$ cat config.mk
export PLATFORM = sky130hd
export DESIGN_NAME = cp0_regfile
export DESIGN_NICKNAME = d
export VERILOG_FILES = /design/src/rtl/cp0_regfile_pkg.sv /design/src/rtl/cp0_regfile_timer.sv /design/src/rtl/cp0_regfile.sv
export SDC_FILE = /design/constraint.sdc
export NUM_CORES = 1
export LEC_CHECK = 0
export ABC_AREA = 1
export ABC_CLOCK_PERIOD_IN_PS = 3000
export BUFFER_PORTS_ARGS = -buffer_cell sky130_fd_sc_hd__buf_4
export CAP_MARGIN = 10
export CORE_AREA = 10 10 136 138
export CTS_CLUSTER_DIAMETER = 50
export DETAILED_ROUTE_END_ITERATION = 16
export DIE_AREA = 0 0 146 148
export GPL_ROUTABILITY_DRIVEN = 0
export PLACE_DENSITY = 0.77
export SYNTH_ARGS = -nofsm -noshare
export SYNTH_HDL_FRONTEND = slang
export SYNTH_SLANG_ARGS = --single-unit
$ cat constraint.sdc
create_clock -name clk -period 3 [get_ports clk]
set_input_delay 0.45 -clock clk [delete_from_list [all_inputs] [get_ports clk]]
set_output_delay 0.45 -clock clk [all_outputs]
set_load 0.05 [all_outputs]
$ cat src/rtl/cp0_regfile_pkg.sv
// -----------------------------------------------------------------------------
// cp0_defs : shared definitions for the CP0 register file.
//   - CP0 register numbers used by MTC0/MFC0
//   - except_type codes produced by the M-stage exception decoder
//   - Cause.ExcCode values
//   - Status/Cause bit positions and MTC0 write masks
//   - exc_code_of(): maps an except_type verdict onto the ExcCode field
// No ports (package).
// -----------------------------------------------------------------------------
package cp0_defs;

  // CP0 register numbers
  localparam logic [4:0] REG_BADVADDR = 5'd8;
  localparam logic [4:0] REG_COUNT    = 5'd9;
  localparam logic [4:0] REG_COMPARE  = 5'd11;
  localparam logic [4:0] REG_STATUS   = 5'd12;
  localparam logic [4:0] REG_CAUSE    = 5'd13;
  localparam logic [4:0] REG_EPC      = 5'd14;
  localparam logic [4:0] REG_PRID     = 5'd15;

  // except_type codes from the exception decoder
  localparam logic [31:0] EXC_TYPE_INT  = 32'h0000_0001;
  localparam logic [31:0] EXC_TYPE_ADEL = 32'h0000_0004;
  localparam logic [31:0] EXC_TYPE_ADES = 32'h0000_0005;
  localparam logic [31:0] EXC_TYPE_SYS  = 32'h0000_0008;
  localparam logic [31:0] EXC_TYPE_BP   = 32'h0000_0009;
  localparam logic [31:0] EXC_TYPE_RI   = 32'h0000_000a;
  localparam logic [31:0] EXC_TYPE_OV   = 32'h0000_000c;
  localparam logic [31:0] EXC_TYPE_ERET = 32'h0000_000e;

  // Cause.ExcCode values
  localparam logic [4:0] EXCCODE_INT  = 5'h00;
  localparam logic [4:0] EXCCODE_ADEL = 5'h04;
  localparam logic [4:0] EXCCODE_ADES = 5'h05;
  localparam logic [4:0] EXCCODE_SYS  = 5'h08;
  localparam logic [4:0] EXCCODE_BP   = 5'h09;
  localparam logic [4:0] EXCCODE_RI   = 5'h0a;
  localparam logic [4:0] EXCCODE_OV   = 5'h0c;

  // Status bit positions
  localparam int STATUS_IE_BIT  = 0;
  localparam int STATUS_EXL_BIT = 1;
  localparam int STATUS_IM_LSB  = 8;
  localparam int STATUS_IM_MSB  = 15;
  localparam int STATUS_BEV_BIT = 22;

  // Cause bit positions
  localparam int CAUSE_EXC_LSB  = 2;
  localparam int CAUSE_EXC_MSB  = 6;
  localparam int CAUSE_IPSW_LSB = 8;
  localparam int CAUSE_IPSW_MSB = 9;
  localparam int CAUSE_IPHW_LSB = 10;
  localparam int CAUSE_IPHW_MSB = 15;
  localparam int CAUSE_BD_BIT   = 31;

  // MTC0 write masks and hard-wired bits
  localparam logic [31:0] STATUS_WMASK = 32'h0000_FF03;
  localparam logic [31:0] STATUS_FIXED = 32'h0040_0000;
  localparam logic [31:0] CAUSE_WMASK  = 32'h0000_0300;

  // Reset values
  localparam logic [31:0] STATUS_RST = 32'h0040_0000;

  // Interrupts are recorded with ExcCode 0; every other verdict (including
  // unrecognised ones) is recorded with its own low five bits.
  function automatic logic [4:0] exc_code_of(input logic [31:0] except_type);
    logic [4:0] code;
    case (except_type)
      EXC_TYPE_INT:  code = EXCCODE_INT;
      EXC_TYPE_ADEL: code = EXCCODE_ADEL;
      EXC_TYPE_ADES: code = EXCCODE_ADES;
      EXC_TYPE_SYS:  code = EXCCODE_SYS;
      EXC_TYPE_BP:   code = EXCCODE_BP;
      EXC_TYPE_RI:   code = EXCCODE_RI;
      EXC_TYPE_OV:   code = EXCCODE_OV;
      default:       code = except_type[4:0];
    endcase
    return code;
  endfunction

endpackage

$ cat src/rtl/cp0_regfile_timer.sv
// -----------------------------------------------------------------------------
// cp0_timer : Count/Compare timer for CP0.
//   Count advances by one on every second clock edge (a 1-bit tick toggles
//   each edge; Count steps on edges where the tick is 1). A match of Count
//   and Compare raises timer_int one cycle later; it is held until Compare
//   is written. A Compare write always clears it, even on a match cycle.
// Ports:
//   clk, rst          clock, asynchronous active-high reset
//   count_we_i        load Count from wdata_i and clear the tick
//   compare_we_i      load Compare from wdata_i and clear timer_int
//   wdata_i [31:0]    MTC0 write data
//   count_o, compare_o [31:0]  register contents
//   timer_int_o       timer interrupt pending
// -----------------------------------------------------------------------------
module cp0_timer (
  input  logic        clk,
  input  logic        rst,
  input  logic        count_we_i,
  input  logic        compare_we_i,
  input  logic [31:0] wdata_i,
  output logic [31:0] count_o,
  output logic [31:0] compare_o,
  output logic        timer_int_o
);

  logic [31:0] count_q,   count_d;
  logic [31:0] compare_q, compare_d;
  logic        tick_q,    tick_d;
  logic        timer_int_q, timer_int_d;

  // Next-state for Count, tick, Compare and the interrupt flag
  always_comb begin
    if (count_we_i) begin
      count_d = wdata_i;
      tick_d  = 1'b0;
    end else begin
      count_d = count_q + {31'd0, tick_q};
      tick_d  = ~tick_q;
    end

    if (compare_we_i) begin
      compare_d   = wdata_i;
      timer_int_d = 1'b0;
    end else begin
      compare_d   = compare_q;
      timer_int_d = timer_int_q | (count_q == compare_q);
    end
  end

  // Timer state registers
  always_ff @(posedge clk or posedge rst) begin
    if (rst) begin
      count_q     <= 32'd0;
      compare_q   <= 32'd0;
      tick_q      <= 1'b0;
      timer_int_q <= 1'b0;
    end else begin
      count_q     <= count_d;
      compare_q   <= compare_d;
      tick_q      <= tick_d;
      timer_int_q <= timer_int_d;
    end
  end

  assign count_o     = count_q;
  assign compare_o   = compare_q;
  assign timer_int_o = timer_int_q;

endmodule

$ cat src/rtl/cp0_regfile.sv
// -----------------------------------------------------------------------------
// cp0_regfile : MIPS Coprocessor-0 register file.
//   Holds Status, Cause, EPC and BadVAddr; records exception entry and ERET
//   from the M-stage exception decoder, serves MTC0 writes and combinational
//   MFC0 reads, and (optionally) runs the Count/Compare timer.
// Build option:
//   CP0_TIMER_EN  defined   -> Count/Compare/tick/timer_int via cp0_timer
//                 undefined -> Count/Compare read 0, writes ignored,
//                              timer_int_o = 0, Cause.IP7 = ext_int[5]
// Parameters:
//   PRID_VAL      value returned for PRId (register 15)
// Ports:
//   clk, rst                    clock, asynchronous active-high reset
//   we_i, waddr_i, wdata_i      MTC0 write
//   raddr_i, rdata_o            MFC0 read (combinational)
//   ext_int [5:0]               hardware interrupt lines
//   is_except, except_type      exception / ERET commit and its kind
//   current_pc, is_in_delayslot faulting PC and delay-slot flag
//   bad_addr                    faulting address for AdEL/AdES
//   status_o, cause_o, epc_o, badvaddr_o, count_o, compare_o  contents
//   timer_int_o                 timer interrupt pending
// -----------------------------------------------------------------------------
module cp0_regfile
  import cp0_defs::*;
#(
  parameter logic [31:0] PRID_VAL = 32'h0000_4220
) (
  input  logic        clk,
  input  logic        rst,
  input  logic        we_i,
  input  logic [4:0]  waddr_i,
  input  logic [31:0] wdata_i,
  input  logic [4:0]  raddr_i,
  output logic [31:0] rdata_o,
  input  logic [5:0]  ext_int,
  input  logic        is_except,
  input  logic [31:0] except_type,
  input  logic [31:0] current_pc,
  input  logic        is_in_delayslot,
  input  logic [31:0] bad_addr,
  output logic [31:0] status_o,
  output logic [31:0] cause_o,
  output logic [31:0] epc_o,
  output logic [31:0] badvaddr_o,
  output logic [31:0] count_o,
  output logic [31:0] compare_o,
  output logic        timer_int_o
);

  logic [31:0] status_q,   status_d;
  logic [31:0] cause_q,    cause_d;
  logic [31:0] epc_q,      epc_d;
  logic [31:0] badvaddr_q, badvaddr_d;

  logic        exc_entry_s;
  logic        eret_s;
  logic        exl_s;
  logic        addr_exc_s;
  logic        wr_status_s;
  logic        wr_cause_s;
  logic        wr_epc_s;
  logic [31:0] count_s;
  logic [31:0] compare_s;
  logic        timer_int_s;
  logic        ip7_s;

  assign exc_entry_s = is_except && (except_type != EXC_TYPE_ERET);
  assign eret_s      = is_except && (except_type == EXC_TYPE_ERET);
  assign exl_s       = status_q[STATUS_EXL_BIT];
  assign addr_exc_s  = (except_type == EXC_TYPE_ADEL) || (except_type == EXC_TYPE_ADES);
  assign wr_status_s = we_i && (waddr_i == REG_STATUS);
  assign wr_cause_s  = we_i && (waddr_i == REG_CAUSE);
  assign wr_epc_s    = we_i && (waddr_i == REG_EPC);

`ifdef CP0_TIMER_EN
  cp0_timer u_timer (
    .clk          (clk),
    .rst          (rst),
    .count_we_i   (we_i && (waddr_i == REG_COUNT)),
    .compare_we_i (we_i && (waddr_i == REG_COMPARE)),
    .wdata_i      (wdata_i),
    .count_o      (count_s),
    .compare_o    (compare_s),
    .timer_int_o  (timer_int_s)
  );
  assign ip7_s = ext_int[5] | timer_int_s;
`else
  assign count_s     = 32'd0;
  assign compare_s   = 32'd0;
  assign timer_int_s = 1'b0;
  assign ip7_s       = ext_int[5];
`endif

  // Next-state for Status/Cause/EPC/BadVAddr; an exception or ERET takes
  // priority over an MTC0 to the same register.
  always_comb begin
    // Status: entry sets EXL, ERET clears it, otherwise MTC0 with mask
    if (exc_entry_s) begin
      status_d                 = status_q;
      status_d[STATUS_EXL_BIT] = 1'b1;
    end else if (eret_s) begin
      status_d                 = status_q;
      status_d[STATUS_EXL_BIT] = 1'b0;
    end else if (wr_status_s) begin
      status_d = (wdata_i & STATUS_WMASK) | STATUS_FIXED;
    end else begin
      status_d = status_q;
    end

    // Cause: ExcCode always recorded on entry; BD only for the first
    // (non-nested) exception.
    if (exc_entry_s) begin
      cause_d                              = cause_q;
      cause_d[CAUSE_EXC_MSB:CAUSE_EXC_LSB] = exc_code_of(except_type);
      if (!exl_s) begin
        cause_d[CAUSE_BD_BIT] = is_in_delayslot;
      end else begin
        cause_d[CAUSE_BD_BIT] = cause_q[CAUSE_BD_BIT];
      end
    end else if (wr_cause_s) begin
      cause_d = (cause_q & ~CAUSE_WMASK) | (wdata_i & CAUSE_WMASK);
    end else begin
      cause_d = cause_q;
    end
    // Hardware interrupt pending bits are sampled every cycle
    cause_d[CAUSE_IPHW_MSB:CAUSE_IPHW_LSB] = {ip7_s, ext_int[4:0]};

    // EPC: a nested exception leaves EPC alone, so MTC0 may still land
    if (exc_entry_s && !exl_s) begin
      epc_d = is_in_delayslot ? (current_pc - 32'd4) : current_pc;
    end else if (wr_epc_s) begin
      epc_d = wdata_i;
    end else begin
      epc_d = epc_q;
    end

    // BadVAddr: written only by address-error exceptions
    if (exc_entry_s && addr_exc_s) begin
      badvaddr_d = bad_addr;
    end else begin
      badvaddr_d = badvaddr_q;
    end
  end

  // CP0 state registers
  always_ff @(posedge clk or posedge rst) begin
    if (rst) begin
      status_q   <= STATUS_RST;
      cause_q    <= 32'd0;
      epc_q      <= 32'd0;
      badvaddr_q <= 32'd0;
    end else begin
      status_q   <= status_d;
      cause_q    <= cause_d;
      epc_q      <= epc_d;
      badvaddr_q <= badvaddr_d;
    end
  end

  // MFC0 read mux
  always_comb begin
    case (raddr_i)
      REG_BADVADDR: rdata_o = badvaddr_q;
      REG_COUNT:    rdata_o = count_s;
      REG_COMPARE:  rdata_o = compare_s;
      REG_STATUS:   rdata_o = status_q;
      REG_CAUSE:    rdata_o = cause_q;
      REG_EPC:      rdata_o = epc_q;
      REG_PRID:     rdata_o = PRID_VAL;
      default:      rdata_o = 32'd0;
    endcase
  end

  assign status_o    = status_q;
  assign cause_o     = cause_q;
  assign epc_o       = epc_q;
  assign badvaddr_o  = badvaddr_q;
  assign count_o     = count_s;
  assign compare_o   = compare_s;
  assign timer_int_o = timer_int_s;

endmodule

**Yosys cells after proc, flatten, opt, wreduce, memory -nomap -nowiden**

Cells that the tools add are included.

- Output and inout port bits: 225
- RAM bits: 0
- Bits in latches: 0
- Memory bits (read-only): 0
- Input port bits: 149
- Register bits after elaboration: 106
- Memories kept: 0

- Bitwise gates (word level): 3
- Equality and inequality tests: 18
- Add/subtract/negate cells: 1
- Div/mod/pow operators: 0
- Multiply operators: 0
- $lt $le $gt $ge: 0
- Reductions and logical operators: 15
- Shift operators: 0
- Multiplexer cells: 11

Operators by type and width:

| operator | number |
|---|---|
| 32-bit by 4-bit == test with 1-bit output, second input constant | 5 |
| 32-bit two-way mux | 5 |
| 32-bit case mux with 5 select lines | 1 |
| 32-bit by 3-bit == test with 1-bit output, second input constant | 2 |
| 5-bit by 4-bit == test with 1-bit output, second input constant | 8 |
| 5-bit case mux with 7 select lines | 1 |
| 32-bit by 1-bit == test with 1-bit output, second input constant | 1 |
| 32-bit by 4-bit != test with 1-bit output, second input constant | 1 |
| 32-bit by 10-bit OR with 32-bit output | 1 |
| 32-bit by 3-bit subtractor with 32-bit output, second input constant | 1 |
| 1-bit logical AND | 7 |
| 2-bit two-way mux | 3 |
| 2-bit AND reduction | 2 |
| 2-bit nonzero test | 2 |
| 3-bit AND reduction | 1 |
| 3-bit nonzero test | 1 |
| 2-bit != test, second input constant | 1 |
| 1-bit NOT | 2 |
| 1-bit zero test | 1 |
| 1-bit logical OR | 1 |
| 1-bit two-way mux | 1 |

**Logic depth before layout (Yosys ltp)**

- Depth in word-level cells: 5
- Depth in mapped cells: 14
- Depth with buffers taken out: 14

**Worst setup path after synthesis**

Ideal clock, no wire load.

- Path type: input -> output
- Start point: in raddr_i[0]
- End point: out rdata_o[22]
- Setup slack: 0.372 ns
- Data arrival time: 2.178 ns
- Cell stages on the path: 4
- Data required time: 2.550 ns
- Cells stage by stage: nor2_1 -> nand4_1 -> clkbuf_1 -> o21ai_0

- Cells in the longest elaborated chain, start to end: 2

RTL lines:

| what | line | RTL |
|---|---|---|
| start: declaration | cp0_regfile.sv:33 | `input logic [4:0] raddr_i,` |
| 5-bit by 4-bit == test with 1-bit output | cp0_regfile.sv:162 | `case (raddr_i)` |
| 32-bit case mux with 5 select lines (*) | cp0_regfile.sv:162 |  |
| end: declaration | cp0_regfile.sv:34 | `output logic [31:0] rdata_o,` |

Every way passes the cells marked *; elsewhere a longest branch is shown, timed or not.

**Worst setup path after layout**

- Start point: in raddr_i[4]
- End point: out rdata_o[18]

The elaborated chain is that of the path after synthesis.

==> qor.yml <==
layout:
  diodes: 0
  fin_nets: 1288
  area_growth_pct: 35.0
  drive_gt1_frac: 0.273
  utilization: 0.522
timing:
  fin_crit_ps: 2530
  clock_skew_ps: 6.47
  slew_violations: 0
  finalSetupViolations: 0
  rsz0062_at_grt: "false"
  relSlewSlack: 0.592
  whs_ps: 218
  min_period_over_period: 0.842
  fmax_mhz: 396
  setup_ws_ps: 474
  tns_ps: 0
  final-hold-violation-count: 0
  worst_slew_pin_slew_ps: 612
power_and_ir_drop:
  leakage_uw: 0.00440
  vdd_drop_max_uv: 273
  cellPowerDensity_mw_per_mm2: 489
place:
  place_ws_ps: 529
  dp_hpwl_um: 20000
  port_buffers: 268
clocking:
  root_buffer: "clkbuf_16"
  clk_pin_slew_ps: 60
  cts_buffer_depth: 2
  numCtsBuffers: 9
  h-tree-depth: 3
  ctsResizeCount: 0
  cts_setup_buffers: 0
  clock_latency_ps: 340
  cts_hold_buffers: 0
  clkSinkCount: 88
  cts_tree: "done"
yosys:
  synth_edf_count: 0
  synthFlopType: "dfrtp_1"
  netlist_top_cells_area: "dfrtp_1 36%, nand2_1 19%, buf_4 13%"
  yosysTopAreaCell: "dfrtp_1"
  synth_most_common_cell: "nand2_1"
  netlist_top_cells_count: "305 x nand2_1, 108 x buf_4, 88 x dfrtp_1, 83 x o21ai_0, 77 x inv_1"
  yosys_warnings: 0
  synthCells: 878
  yosysTopAreaCellShare: 0.363
  ys_seq_area_frac: 0.363
  synth.cell_area_sq_mm: 0.00607
  avgSynthCellArea_sq_um: 6.91
  synth_cell_types: 38
  ys_ff_latch: 88
  ys_async_sr_fraction: 1.00
job:
  cap_violations: 0
setup_path:
  r2r_start: "status_o[1]"
  r2r_slack_ps: 1540
  cp.arrival_ps: 2080
  worstPathCellList: "buf_4 > inv_1 > nand3_1 > nor2_1 > nand2_1 > inv_2 > nand2_1 > o21ai_0 > buf_4"
  crit_fanout: 28
  cp-startpoint: "raddr_i[4]"
  critPathMaxStageDelay_ps: 420
  critical_path_class: "primary input to output port"
  cp-start-kind: "primary input"
  crit_slowest_cell: "inv_2"
  required_ps: 2550
  cp-end-kind: "output port"
route:
  drt_iter0_markers: 473
  via_count: 6288
  drt_wl_total_um: 23800
  ant_nets: 0
  viasPerCell: 4.63
  drt-pass1-iter-count: 6
  wl_per_cell_um: 17.5
  remaining_drc_errors: 0
grt:
  grt_pass1_vias: 6145
  grt_usage: 0.206
  antenna_found_initial: 0
  grt_overflow_total: 0
  grt_max_degree: 89
  grt_pass1_wl_um: 35400
die:
  core_area_sq_mm: 0.0157
  rows: 46
  io-pin-count: 374
  die_width_um: 146
  dieHeight_um: 148
  dieArea_sq_mm: 0.0216
  start_util: 0.386
status:
  outcome: "complete, no violations"
worst_hold_path:
  hp-class: "primary input to asynchronous set/reset pin"
==> path summary, 6_finish.rpt <==
path | to | depth (start not counted)
setup reg to reg | epc_o[30] | 6
setup / recovery | rdata_o[18] | 9
max in group asynchronous | badvaddr_o[26] | 3
hold / removal | badvaddr_o[10] | 3
hold reg to reg | cause_o[6] | 2
min in group clk | cause_o[14] | 1
==> through the flow <==
step	cell area, sq um	cells	total power (uW)
2_1_floorplan	6460	981	2470
3_3_place_gp	7900	1343	2890
3_5_place_dp	7900	1343	2900
4_1_cts	8200	1359	4040
5_1_grt	8200	1359	4170
6_report	8200	1359	4010
==> layout make-up <==
class | instances | area, sq um
clock buffer | 12 | 246
sequential | 88 | 2200
multi-input combinational | 680 | 3030
inverter | 83 | 314
fill | 1585 | 7520
clock inverter | 4 | 53.8
tap | 216 | 270
timing repair buffer | 276 | 2080
==> sequential cells by signal (all words and copies together) (netlist names) <==
signal and count:
cause_o 14, status_o 10, epc_o 32, badvaddr_o 32
==> where the power goes <==
group / internal, uW / leakage (uW) / total (uW) / switching (uW)
registers: 1300 / 0.000983 / 1450 / 149
clock network: 670 / 0.000139 / 1130 / 456
logic: 377 / 0.00328 / 1430 / 1060
total: 2350 / 0.00440 / 4010 / 1660
==> placed cells by master (no fill, tap or decap), types with 2 or more instances in the layout <==
cell / Yosys / routed
nor2_1: 76 / 76
nor2_4: 3 / 3
clkinvlp_4: 0 / 2
xnor2_1: 7 / 7
o2111ai_1: 6 / 6
xor2_1: 13 / 13
dfrtp_1: 88 / 88
nor4_1: 4 / 3
inv_2: 5 / 5
nand2_1: 305 / 305
inv_1: 77 / 76
o21ai_2: 5 / 5
nand3_1: 31 / 31
clkbuf_1: 4 / 2
nand4_1: 8 / 8
a21oi_1: 2 / 2
o21ai_0: 83 / 83
o21bai_1: 3 / 3
nand2_2: 2 / 2
conb_1: 2 / 105
clkbuf_16: 0 / 9
buf_4: 108 / 275
a22oi_1: 5 / 5
o211ai_1: 5 / 5
nor3_1: 7 / 6
==> metal layers <==
layer / GRT usage / part of all wire
met1: 0.268 / 0.44
met3: 0.0467 / 0.070
met5: 0 / 0
met4: 0.0521 / 0.013
met2: 0.338 / 0.48
==> kinds of logic after synthesis <==
kind of cell	after synthesis	synth area share
simple gates	441	0.293
buf+inv	213	0.204
compound gates	112	0.106
flops	88	0.363
xor+xnor	20	0.0289
other cells	2	0.00124
fa+ha+maj	1	0.00206
mux	1	0.00185
==> critical path: cells and delay by family <==
kind / cells / cell delay, ps
compound gates: 1 / 110
buf+inv: 4 / 850
simple gates: 4 / 650
Power figures use the tool's default switching activity.
